### src/rtl/mips_mem_pkg.sv
// Shared types and helpers for the MIPS load/store access unit.
// CPU words are big-endian; the RAM stores byte n of a word in lanes [8n+7:8n].
package mips_mem_pkg;

  typedef enum logic [3:0] {
    OP_LB  = 4'd0,
    OP_LBU = 4'd1,
    OP_LH  = 4'd2,
    OP_LHU = 4'd3,
    OP_LW  = 4'd4,
    OP_SB  = 4'd5,
    OP_SH  = 4'd6,
    OP_SW  = 4'd7
  } mem_op_t;

  typedef enum logic [2:0] {
    ST_IDLE   = 3'd0,
    ST_LOAD   = 3'd1,
    ST_RMW_RD = 3'd2,
    ST_WRITE  = 3'd3,
    ST_RESP   = 3'd4
  } mem_state_t;

  function automatic logic [31:0] byteswap32(input logic [31:0] w);
    return {w[7:0], w[15:8], w[23:16], w[31:24]};
  endfunction

  // Undefined op encodings are reported as errors so they never touch the RAM.
  function automatic logic is_misaligned(input mem_op_t op, input logic [1:0] a);
    case (op)
      OP_LH, OP_LHU, OP_SH:  return a[0];
      OP_LW, OP_SW:          return (a != 2'b00);
      OP_LB, OP_LBU, OP_SB:  return 1'b0;
      default:               return 1'b1;
    endcase
  endfunction

endpackage

### src/rtl/mem_lane_align.sv
// Combinational byte-lane steering: extracts/extends load data and builds the
// merged RAM write word, working internally in CPU (big-endian) order.
module mem_lane_align
  import mips_mem_pkg::*;
(
  input  logic [1:0]  i_offset,
  input  logic [3:0]  i_op,
  input  logic [31:0] i_mem_word,
  input  logic [31:0] i_store_data,
  output logic [31:0] o_load_data,
  output logic [31:0] o_write_word
);

  mem_op_t     w_op;
  logic [31:0] w_cpu;
  logic [31:0] w_new_cpu;
  logic [7:0]  w_byte;
  logic [15:0] w_half;

  assign w_op  = mem_op_t'(i_op);
  assign w_cpu = byteswap32(i_mem_word);

  always_comb begin
    case (i_offset)
      2'd0:    w_byte = w_cpu[31:24];
      2'd1:    w_byte = w_cpu[23:16];
      2'd2:    w_byte = w_cpu[15:8];
      default: w_byte = w_cpu[7:0];
    endcase
    w_half = i_offset[1] ? w_cpu[15:0] : w_cpu[31:16];

    case (w_op)
      OP_LB:   o_load_data = {{24{w_byte[7]}}, w_byte};
      OP_LBU:  o_load_data = {24'h000000, w_byte};
      OP_LH:   o_load_data = {{16{w_half[15]}}, w_half};
      OP_LHU:  o_load_data = {16'h0000, w_half};
      OP_LW:   o_load_data = w_cpu;
      default: o_load_data = 32'h00000000;
    endcase
  end

  // Sub-word stores replace only the addressed bytes of the held word.
  always_comb begin
    w_new_cpu = w_cpu;
    case (w_op)
      OP_SB: begin
        case (i_offset)
          2'd0:    w_new_cpu[31:24] = i_store_data[7:0];
          2'd1:    w_new_cpu[23:16] = i_store_data[7:0];
          2'd2:    w_new_cpu[15:8]  = i_store_data[7:0];
          default: w_new_cpu[7:0]   = i_store_data[7:0];
        endcase
      end
      OP_SH: begin
        if (i_offset[1]) w_new_cpu[15:0]  = i_store_data[15:0];
        else             w_new_cpu[31:16] = i_store_data[15:0];
      end
      OP_SW:   w_new_cpu = i_store_data;
      default: w_new_cpu = w_cpu;
    endcase
    o_write_word = byteswap32(w_new_cpu);
  end

endmodule

### src/rtl/mips_mem_access.sv
// Load/store access unit: one request at a time, converting MIPS byte/half/word
// accesses into aligned word reads and writes with read-modify-write for SB/SH.
module mips_mem_access
  import mips_mem_pkg::*;
(
  input  logic        clk,
  input  logic        reset,
  input  logic        req_valid,
  output logic        req_ready,
  input  logic [3:0]  req_op,
  input  logic [31:0] req_addr,
  input  logic [31:0] req_wdata,
  output logic        resp_valid,
  output logic [31:0] resp_rdata,
  output logic        resp_err,
  output logic [31:0] data_address,
  output logic        data_read,
  output logic        data_write,
  output logic [31:0] data_writedata,
  input  logic [31:0] data_readdata
);

  mem_state_t  r_state;
  mem_op_t     r_op;
  logic [31:0] r_addr;
  logic [31:0] r_wdata;
  logic [31:0] r_held;
  logic [31:0] r_rdata;
  logic        r_err;

  mem_op_t     w_req_op;
  logic        w_accept;
  logic        w_misaligned;
  logic [31:0] w_align_word;
  logic [31:0] w_load_data;
  logic [31:0] w_write_word;

  assign w_req_op     = mem_op_t'(req_op);
  assign w_accept     = req_valid && (r_state == ST_IDLE);
  assign w_misaligned = is_misaligned(w_req_op, req_addr[1:0]);
  // Loads steer the live RAM word; stores merge into the word held from RMW_RD.
  assign w_align_word = (r_state == ST_LOAD) ? data_readdata : r_held;

  mem_lane_align u_align (
    .i_offset     (r_addr[1:0]),
    .i_op         (r_op),
    .i_mem_word   (w_align_word),
    .i_store_data (r_wdata),
    .o_load_data  (w_load_data),
    .o_write_word (w_write_word)
  );

  always_ff @(posedge clk) begin
    if (reset) begin
      r_state <= ST_IDLE;
      r_op    <= OP_LB;
      r_addr  <= 32'h00000000;
      r_wdata <= 32'h00000000;
      r_held  <= 32'h00000000;
      r_rdata <= 32'h00000000;
      r_err   <= 1'b0;
    end else begin
      case (r_state)
        ST_IDLE: begin
          if (w_accept) begin
            r_op    <= w_req_op;
            r_addr  <= req_addr;
            r_wdata <= req_wdata;
            r_rdata <= 32'h00000000;
            r_err   <= w_misaligned;
            if (w_misaligned) begin
              r_state <= ST_RESP;
            end else begin
              case (w_req_op)
                OP_LB, OP_LBU, OP_LH, OP_LHU, OP_LW: r_state <= ST_LOAD;
                OP_SB, OP_SH:                        r_state <= ST_RMW_RD;
                OP_SW:                               r_state <= ST_WRITE;
                default:                             r_state <= ST_RESP;
              endcase
            end
          end
        end
        ST_LOAD: begin
          r_rdata <= w_load_data;
          r_state <= ST_RESP;
        end
        ST_RMW_RD: begin
          r_held  <= data_readdata;
          r_state <= ST_WRITE;
        end
        ST_WRITE: r_state <= ST_RESP;
        ST_RESP:  r_state <= ST_IDLE;
        default:  r_state <= ST_IDLE;
      endcase
    end
  end

  assign req_ready      = (r_state == ST_IDLE);
  assign resp_valid     = (r_state == ST_RESP);
  assign resp_err       = (r_state == ST_RESP) && r_err;
  assign resp_rdata     = r_rdata;
  assign data_address   = {r_addr[31:2], 2'b00};
  // Strobes drop immediately with reset so an interrupted WRITE commits nothing.
  assign data_read      = !reset && ((r_state == ST_LOAD) || (r_state == ST_RMW_RD));
  assign data_write     = !reset && (r_state == ST_WRITE);
  assign data_writedata = (r_state == ST_WRITE) ? w_write_word : 32'h00000000;

endmodule

### config.mk
export PLATFORM = sky130hd
export DESIGN_NAME = mips_mem_access
export DESIGN_NICKNAME = d
export VERILOG_FILES = /design/src/rtl/mips_mem_pkg.sv /design/src/rtl/mem_lane_align.sv /design/src/rtl/mips_mem_access.sv
export SDC_FILE = /design/constraint.sdc
export NUM_CORES = 1
export LEC_CHECK = 0
export BUFFER_PORTS_ARGS = -buffer_cell sky130_fd_sc_hd__buf_2
export CELL_PAD_IN_SITES_DETAIL_PLACEMENT = 2
export CELL_PAD_IN_SITES_GLOBAL_PLACEMENT = 2
export CORE_UTILIZATION = 27
export DETAILED_ROUTE_END_ITERATION = 6
export GPL_TIMING_DRIVEN = 0
export PLACE_DENSITY = 0.78
export SYNTH_ARGS = -nofsm -noshare
export SYNTH_HDL_FRONTEND = slang
export SYNTH_SLANG_ARGS = --single-unit
### constraint.sdc
create_clock -name clk -period 2 [get_ports clk]
set_input_delay 0.2 -clock clk [delete_from_list [all_inputs] [get_ports clk]]
set_output_delay 0.2 -clock clk [all_outputs]
set_load 0.02 [all_outputs]
==> summary.txt <==
Final hold slack - -8.388 ps
I/O Buffers - 200
GR Layer Usage met1 - 36.41%
Core Util, Final - 51.23%
Area growth, synth to finish - 84.07%
Power Dens Cells - 643.4 mW/mm2
Slew Limit Fails - 0
Number of synthesized flops with an enable pin - 0
WL/cell - 33.43 um
Gate Count Post-Synth - 948
Router iterations before antenna repair - 5
TritonCTS sink count - 136
Slew headroom - 21.87%
Failing checks - negative hold slack, negative setup slack
Row count - 59
Die area - 0.02783 mm2
Worst-margin pin slew - 1172 ps
Number of global-route vias before repair - 10.07k
Netlist cell types - 55
Warnings, synthesis - 0
Top cells by area, synth - dfxtp_1 37%, nand2_1 13%, a21oi_1 10%, a221oi_1 4.3%, mux2i_1 3.5%
Min-Delay Path Depth - 3
Fmax - 386.4 MHz
Global-route wire length before repair - 64230 um
Met2 Use GR - 53.74%
Worst vdd ir - 763.4 uV
Largest net degree at the start of global routing - 17
Critical R2R Launch - r_state[0]$_SDFFE_PP0P_
Sequential area share after synthesis - 37.12%
Worst path arrival time - 2390 ps
CTS root buf - clkbuf_16
Commonest cells post-synth - 249 x nand2_1, 146 x a21oi_1, 136 x dfxtp_1, 57 x clkbuf_1
Total Wirelength - 55370 um
Syn Area/Cell - 7.737 um2
Synth Flop Type - dfxtp_1
Worst-Skew Late Latency - 460 ps
Gr busiest metal - met2
CTS buffer count - 17
DRT antenna net count - 0
HPWL after DPL - 25100 um
Fin. Hold Viols - 3
#FFs+latches synth - 136
Total number of vias - 9848
H-tree Lvls - 4
DR DRC count - 0
Mapped Area - 0.007335 mm2
Worst Skew - 12.18 ps
Max clock buf depth - 2
Total gr overflow - 0
WS Path Type - reg2out
Min-Delay Startpoint - req_wdata[18]
Hold worst-path end - r_wdata[18]$_SDFFE_PP0P_
Static Leak - 5.322 nW
Die X - 166.8 um
Worst Path Required - 1800 ps
Fin crit period - 2588 ps
Vias per cell - 5.947
GPL Wtd Cong - 0.8422
RSZ-0062 raised after global routing - yes
Die span in y - 166.8 um
Clock Pin Slew Worst Setup and Hold Paths - 70 ps
Hold crit path type - in2reg
Synth top area share - 37.12%
Initial Utilization - 27.83%
Core ar. - 0.02635 mm2
Initial DRC count - 817
Type of origin of the critical path - register
Layout cells sized above 1 - 57.88%
Max Cap Viol - 0
Flop2flop setup slack - -560 ps
Most common cell in the netlist - nand2_1
Async set or reset register ratio after synthesis - 0%
Final WS setup - -587.9 ps
I/O Pins - 204
Setup violators final - 151
CTS tree - done
GRT Overall Usage - 31.03%
# fillers - 2701
Final period util - 129.4%
Reg2Reg Capture Point - resp_rdata[13]$_SDFFE_PP0P_
Crit path max fanout - 5
Outcome - finished, violations left
Worst Reg-to-Reg Cells - 12
Final #Nets - 1415
CP Capture Type - output pin
Grt met3 use - 5.751%
Leading area contributor after synthesis - dfxtp_1
Initial antenna violation count - 1
## power by group
part | leakage, nW | internal, mW | switching (mW) | total [mW]
Sequential | 1.11 | 2.82 | 0.172 | 2.99
Clock | 0.285 | 1.87 | 1.63 | 3.50
Combinational | 3.92 | 0.921 | 1.27 | 2.20
## state kept, by name, summed over array words and instances (netlist names)
name / flops
r_addr: 32
resp_rdata: 32
r_op: 4
r_state: 3
r_held: 32
r_err: 1
r_wdata: 32
## critical path: stages, from the launching register on
cell	delay [ps]
dfxtp_4	370
nor3b_4	220
buf_6	160
buf_8	140
buf_12	160
mux2i_4	350
a211o_1	250
a21oi_2	90
buf_4	190
## per-layer routing
metal	vias up	wire length (um)
met2	557	26670
met5	-	0
met4	0	3735
met3	231	3884
li1	4063	-
met1	4997	21080
## cell usage in the layout, fill, tap and decap left out, types with 9 or more instances in the layout
master / count
buf_6: 55
o21ai_0: 10
a221oi_2: 34
buf_2: 168
a221oi_1: 9
nand2_1: 176
o22a_1: 15
clkbuf_1: 17
a22oi_1: 14
a21oi_4: 12
dfxtp_1: 128
buf_8: 11
mux2_4: 14
dlygate4sd3_1: 28
clkbuf_2: 12
a21oi_1: 57
buf_4: 119
buf_12: 20
nand2_4: 68
clkbuf_16: 22
nor2_1: 18
a21oi_2: 77
nor2_2: 12
a22oi_2: 10
mux2i_4: 23
## metrics by stage
step | instances | power (mW) | area [um2] | setup TNS, ps | worst slack [ps]
floorplan | 949 | 3.609 | 7483 | -1064 | -62.92
global placement | 1484 | 4.050 | 8904 | -64440 | -872.8
detailed placement | 1484 | 4.078 | 8904 | -73730 | -942.7
CTS | 1594 | 7.775 | 11670 | -21960 | -497.5
global route | 1656 | 8.853 | 13500 | -53300 | -634.4
finish | 1656 | 8.686 | 13500 | -49270 | -587.9
## timing repair
item / CTS / global route
gates resized for setup: 323 / 376
pin swaps: 37 / 143
hold endpoints to repair: 26 / 2
gates cloned: 10 / 4
buffers inserted: 53 / 65
endpoints found under the setup margin: 165 / 160
hold buffers: 26 / 2
## cell type report
cell class,instances,area (um2),share of cell area (%)
diodes,1,2.502,0.01854
plain buffers,101,914.6,6.775
clock buffers,17,425.4,3.151
clock inverters,14,167.7,1.242
inverters,10,50.05,0.3707
multi-input cells,689,5932,43.94
flip-flops and latches,136,2748,20.35
well taps,335,419.2,3.105
repair buffers,353,2841,21.05
## cell families after synthesis
family	after synthesis	share of synthesized area, %
AO/OA/AOI/OAI	292	27.23
adder cells (fa/ha/maj)	4	0.6824
buffers and inverters	124	8.291
flip-flops	136	37.12
multiplexers	42	6.158
other	1	0.05113
AND/OR/NAND/NOR	349	20.47
## worst max-delay path by stage
stage / startpoint / to
6_report: r_state[2]$_SDFFE_PP0P_ / data_writedata[5]
5_1_grt: r_state[2]$_SDFFE_PP0P_ / data_writedata[5]
4_1_cts: r_state[0]$_SDFFE_PP0P_ / data_writedata[6]
3_5_place_dp: r_addr[1]$_SDFFE_PP0P_ / resp_rdata[11]$_SDFFE_PP0P_
3_3_place_gp: r_addr[1]$_SDFFE_PP0P_ / resp_rdata[11]$_SDFFE_PP0P_
2_1_floorplan: r_state[0]$_SDFFE_PP0P_ / resp_rdata[21]$_SDFFE_PP0P_
Power figures use the tool's default switching activity.
